--- config.mk ---
export PLATFORM = sky130hd
export DESIGN_NAME = sram_pixel_writer
export DESIGN_NICKNAME = d
export VERILOG_FILES = /design/src/rtl/sram_pkg.sv /design/src/rtl/sync_fifo.sv /design/src/rtl/sram_pixel_writer.sv
export SDC_FILE = /design/constraint.sdc
export NUM_CORES = 1
export LEC_CHECK = 0
export CAP_MARGIN = 20
export CORE_MARGIN = 5
export CORE_UTILIZATION = 40
export CTS_CLUSTER_SIZE = 30
export DETAILED_ROUTE_END_ITERATION = 12
export HOLD_SLACK_MARGIN = 0.15
export PLACE_DENSITY = 0.6
export SLEW_MARGIN = 20
export SYNTH_ARGS = -nofsm -noshare
export SYNTH_HDL_FRONTEND = slang
export SYNTH_HIERARCHICAL = 1
export SYNTH_SLANG_ARGS = --single-unit
--- constraint.sdc ---
create_clock -name i_clk -period 4.6 [get_ports i_clk]
set_clock_uncertainty 0.1 [all_clocks]
set_input_delay 1.15 -clock i_clk [delete_from_list [all_inputs] [get_ports i_clk]]
set_output_delay 1.15 -clock i_clk [all_outputs]
set_load 0.1 [all_outputs]
--- src/rtl/sram_pkg.sv ---
// Shared types for the SRAM pixel write path: pixel/word types, writer FSM states.
package sram_pkg;

  localparam int unsigned PIX_W  = 15;
  localparam int unsigned WORD_W = 16;

  typedef struct packed {
    logic [4:0] r;
    logic [4:0] g;
    logic [4:0] b;
  } pix555_t;

  typedef logic [WORD_W-1:0] sram_word_t;

  typedef enum logic [1:0] {
    IDLE  = 2'd0,
    WRITE = 2'd1,
    DONE  = 2'd2
  } state_t;

  // RGB555 pixel into a 16-bit SRAM word; top bit unused.
  function automatic sram_word_t pack555(input pix555_t pix);
    return {1'b0, pix};
  endfunction

endpackage

--- src/rtl/sync_fifo.sv ---
// Small first-word-fall-through FIFO with synchronous flush.
module sync_fifo #(
  parameter int unsigned WIDTH = 16,
  parameter int unsigned DEPTH = 4
) (
  input  logic             i_clk,
  input  logic             i_rst_n,
  input  logic             push,
  input  logic             pop,
  input  logic             flush,
  input  logic [WIDTH-1:0] din,
  output logic [WIDTH-1:0] dout,
  output logic             full,
  output logic             empty
);

  localparam int unsigned AW = $clog2(DEPTH);

  logic [WIDTH-1:0] mem [DEPTH];
  logic [AW:0]      wr_ptr;
  logic [AW:0]      rd_ptr;
  logic             do_push;
  logic             do_pop;

  // Extra pointer bit distinguishes full from empty.
  assign empty   = (wr_ptr == rd_ptr);
  assign full    = (wr_ptr[AW] != rd_ptr[AW]) && (wr_ptr[AW-1:0] == rd_ptr[AW-1:0]);
  assign do_pop  = pop && !empty && !flush;
  assign do_push = push && !flush && (!full || do_pop);
  assign dout    = mem[rd_ptr[AW-1:0]];

  always_ff @(posedge i_clk or negedge i_rst_n) begin
    if (!i_rst_n) begin
      wr_ptr <= '0;
      rd_ptr <= '0;
    end else if (flush) begin
      wr_ptr <= '0;
      rd_ptr <= '0;
    end else begin
      if (do_push) wr_ptr <= wr_ptr + (AW+1)'(1);
      if (do_pop)  rd_ptr <= rd_ptr + (AW+1)'(1);
    end
  end

  always_ff @(posedge i_clk) begin
    if (do_push) mem[wr_ptr[AW-1:0]] <= din;
  end

endmodule

--- src/rtl/sram_pixel_writer.sv ---
// Buffers RGB555 pixels and writes one frame in raster order to SRAM,
// yielding the bus to the display reader whenever it is busy.
module sram_pixel_writer
  import sram_pkg::*;
#(
  parameter int unsigned H_ACT      = 640,
  parameter int unsigned V_ACT      = 480,
  parameter int unsigned FIFO_DEPTH = 4,
  parameter int unsigned ADDR_W     = 20
) (
  input  logic              i_clk,
  input  logic              i_rst_n,
  input  logic              i_frame_start,
  input  logic              i_pix_valid,
  input  logic [14:0]       i_pix_data,
  output logic              o_pix_ready,
  input  logic              i_rd_busy,
  output logic [15:0]       o_s_data,
  output logic              o_s_wen,
  output logic [ADDR_W-1:0] o_s_addr,
  output logic              o_frame_done
);

  // One spare bit so a frame filling the whole address space still compares cleanly.
  localparam int unsigned      CNT_W = ADDR_W + 1;
  localparam logic [CNT_W-1:0] TOTAL = CNT_W'(H_ACT * V_ACT);

  state_t           state_q;
  state_t           state_d;
  logic [CNT_W-1:0] acc_cnt;
  logic [CNT_W-1:0] wr_cnt;
  logic             wr_go;
  logic             push;
  logic             fifo_full;
  logic             fifo_empty;
  pix555_t          fifo_head;

  assign push = i_pix_valid && o_pix_ready;

  sync_fifo #(
    .WIDTH ($bits(pix555_t)),
    .DEPTH (FIFO_DEPTH)
  ) u_fifo (
    .i_clk   (i_clk),
    .i_rst_n (i_rst_n),
    .push    (push),
    .pop     (wr_go),
    .flush   (i_frame_start),
    .din     (i_pix_data),
    .dout    (fifo_head),
    .full    (fifo_full),
    .empty   (fifo_empty)
  );

  always_ff @(posedge i_clk or negedge i_rst_n) begin
    if (!i_rst_n) state_q <= IDLE;
    else          state_q <= state_d;
  end

  // Next state, accept handshake and write decision; frame start pre-empts both.
  always_comb begin
    state_d     = state_q;
    o_pix_ready = 1'b0;
    wr_go       = 1'b0;
    case (state_q)
      IDLE: begin
        if (i_frame_start) state_d = WRITE;
      end
      WRITE: begin
        o_pix_ready = !fifo_full && (acc_cnt < TOTAL) && !i_frame_start;
        wr_go       = !fifo_empty && !i_rd_busy && !i_frame_start;
        if (wr_go && (wr_cnt == TOTAL - CNT_W'(1))) state_d = DONE;
      end
      DONE: begin
        state_d = i_frame_start ? WRITE : IDLE;
      end
      default: state_d = IDLE;
    endcase
  end

  always_ff @(posedge i_clk or negedge i_rst_n) begin
    if (!i_rst_n) begin
      acc_cnt <= '0;
      wr_cnt  <= '0;
    end else if (i_frame_start) begin
      acc_cnt <= '0;
      wr_cnt  <= '0;
    end else begin
      if (push)  acc_cnt <= acc_cnt + CNT_W'(1);
      if (wr_go) wr_cnt  <= wr_cnt + CNT_W'(1);
    end
  end

  // SRAM bus: address and data hold between writes.
  always_ff @(posedge i_clk or negedge i_rst_n) begin
    if (!i_rst_n) begin
      o_s_wen      <= 1'b1;
      o_s_addr     <= '0;
      o_s_data     <= '0;
      o_frame_done <= 1'b0;
    end else begin
      o_s_wen      <= !wr_go;
      o_frame_done <= (state_d == DONE);
      if (wr_go) begin
        o_s_addr <= wr_cnt[ADDR_W-1:0];
        o_s_data <= pack555(fifo_head);
      end
    end
  end

endmodule

==> results.toml <==
[outcome]
status = "finished clean"

[routing]
drt_first_iter_violations = 174
drt_first_pass_iters = 4
route.detailed.drc = 0
ant_nets = 0
wl_per_cell_um = 16.1
vias = 4043
wirelength_um = 12500
viasPerCell = 5.22

[cts]
ctsResizeCount = 0
postCtsHoldBufs = 0
clk_pin_slew_ns = 0.06
cts_root_buf = "clkbuf_16"
clock_latency_ns = 0.42
tritoncts = "yes"
cts_htree_levels = 4
clock-sinks = 147
cts_made_buffers = 17
clock_path_buffers = 2
postCtsSetupBuffers = 0

[sta]
fin_crit_sh = 0.800
hold_viol_final = 0
fin_setup_tns_ns = 0
drv_slew = 0
rsz0062_at_grt = "false"
max_freq_mhz = 272
setup-violations-final = 0
tightest_slew_ns = 1.02
period_needed_ns = 3.68
relSlewSlack = 0.313

[worst_setup_path]
rrSetupSlack_ns = 1.72
crit_path_max_fanout = 25
path_class = "flip-flop to primary output"
cp_data_arrival_time_ns = 2.43
cp.required_ns = 3.35
crit-reg2reg-launch = "u_fifo/rd_ptr[0]"
rr_endpoint = "u_fifo/mem[1][10]"
crit_path_end_kind = "primary output"
startpoint_type = "flip-flop"
reg2regPathDepth = 11

[synthesis]
synth_nets = 507
yosys_warnings = 6
synth_top_area_share = 0.329
avgSynthCellArea_um2 = 13.6
synth_top_flop_cell = "dfrtp_1"
synthCells = 480
yosysTopAreaCell = "dfrtp_1"
synth-seq-area-share = 0.608
synthTopCellsByArea = "dfrtp_1, edfxtp_1, mux2_2"
ys_ff_latch = 147
synth_area_um2 = 6540
synth_edf_count = 60
ys_async_sr_fraction = 0.592
yosysUniqueCellTypes = 53

[worst_hold_path]
min_path_cells = 2
min_path_type = "flip-flop to flip-flop"
min_to = "o_s_addr[4]"
min-delay-start = "o_s_addr[4]"

[final_layout]
final_common_cell = "dfrtp_1"
area_delta_synth_final_pct = 20.6
drive_above_1_share = 0.208
final_nets = 572
final_cell_mix = "dfrtp_1, edfxtp_1, clkdlybuf4s50_1, mux2_2, nor2_1"
antenna-diode-count = 0
fin_util = 0.495

[grt]
grt-ovfl-total = 0
first_global_vias = 4126
grt_max_degree = 77
grt_pass1_wl_um = 21200
antenna_found_initial = 0
grt_usage = 0.146

[power_and_ir_drop]
p_per_area_nw_per_um2 = 451
p_leak_nw = 3.02
irDropWorstVdd_mv = 0.328

[die]
fp.dieW_um = 138
core_area_um2 = 15900
dieArea_um2 = 19000
rows = 46
ioPinCount = 59
die_h_um = 138
start_util = 0.410

[place]
io_buffers = 57
routabilityCongestion = 0.777
dp_hpwl_um = 8060

[job]
max-cap-violations = 0
worst max-delay path: stages, from the launching register on:
cell     delay, ns
dfrtp_1       0.36
buf_4         0.24
xnor2_2       0.34
nand2_1       0.14
nor2_1        0.26
nor4_4        0.07
nand2_2       0.06
buf_4         0.24
nor2_1        0.11
buf_12        0.18
final cells by class:
| class | instances | area [um^2] |
|---|---|---|
| Clock buffer | 18 | 439 |
| Clock inverter | 14 | 103 |
| Fill cell | 1407 | 8060 |
| Inverter | 9 | 33.8 |
| Multi-Input combinational cell | 301 | 2400 |
| Sequential cell | 147 | 3980 |
| Tap cell | 216 | 270 |
| Timing Repair Buffer | 69 | 663 |
layer usage:
metal,GRT usage,wire (um),vias to the layer above
li1,-,-,1919
met1,0.191,5780,2033
met2,0.230,6060,78
met3,0.0483,491,13
met4,0.0483,129,0
met5,0,0,-
state kept, by name, indices dropped and copies added (netlist names):
register,cells
o_s_wen,1
o_s_data,15
u_fifo/wr_ptr,3
wr_cnt,21
u_fifo/rd_ptr,3
acc_cnt,21
u_fifo/mem,60
state_q,2
o_frame_done,1
o_s_addr,20
stage by stage:
stage	worst slack (ns)	instance area (um^2)	hold slack [ns]	total power, mW	instances
floorplan	0.224	6540	0.344	2.12	480
detailed placement	1.07	7350	0.365	2.34	742
global placement	1.09	7350	0.360	2.33	742
finish	0.922	7890	0.372	3.56	774
global route	0.741	7890	0.397	3.71	774
CTS	0.891	7890	0.380	3.61	774
kinds of logic (layout without fill, tap and decap cells):
| group | after synthesis | in the layout | synth area share |
|---|---|---|---|
| XOR/XNOR | 9 | 9 | 0.0155 |
| AND/OR/NAND/NOR | 172 | 172 | 0.147 |
| flip-flops | 147 | 147 | 0.608 |
| other | 1 | 1 | 0.000573 |
| adder cells (fa/ha/maj) | 7 | 7 | 0.0134 |
| AO/OA/AOI/OAI | 41 | 41 | 0.0390 |
| multiplexers | 71 | 71 | 0.151 |
| buffers and inverters | 32 | 110 | 0.0250 |
Yosys cell counts, types with 8 or more instances:
| library cell | number |
|---|---|
| dfrtp_1 | 86 |
| edfxtp_1 | 60 |
| mux2_2 | 51 |
| nor2_1 | 35 |
| nand2_1 | 23 |
| nor2b_1 | 22 |
| a21oi_1 | 15 |
| nand3_1 | 15 |
| clkbuf_1 | 11 |
| nand4_1 | 11 |
| mux4_2 | 10 |
| nor4_1 | 10 |
| o21ai_0 | 10 |
| or4_1 | 9 |
| inv_1 | 8 |
| or3_1 | 8 |
power by group:
group / total (mW) / leakage [nW] / switching, mW / internal, mW
logic: 0.816 / 1.04 / 0.602 / 0.214
clock network: 1.26 / 0.263 / 0.550 / 0.707
registers: 1.49 / 1.72 / 0.0416 / 1.45
total: 3.56 / 3.02 / 1.19 / 2.37
worst max path at each step:
stage | start | endpoint | cells past startpoint
3_3_place_gp | i_frame_start | o_pix_ready | 6
3_5_place_dp | i_frame_start | o_pix_ready | 6
6_report | u_fifo/rd_ptr[0] | o_pix_ready | 9
5_1_grt | u_fifo/rd_ptr[0] | o_pix_ready | 9
2_1_floorplan | i_frame_start | o_pix_ready | 5
4_1_cts | u_fifo/rd_ptr[0] | o_pix_ready | 9
(Power assumes the default switching activity.)
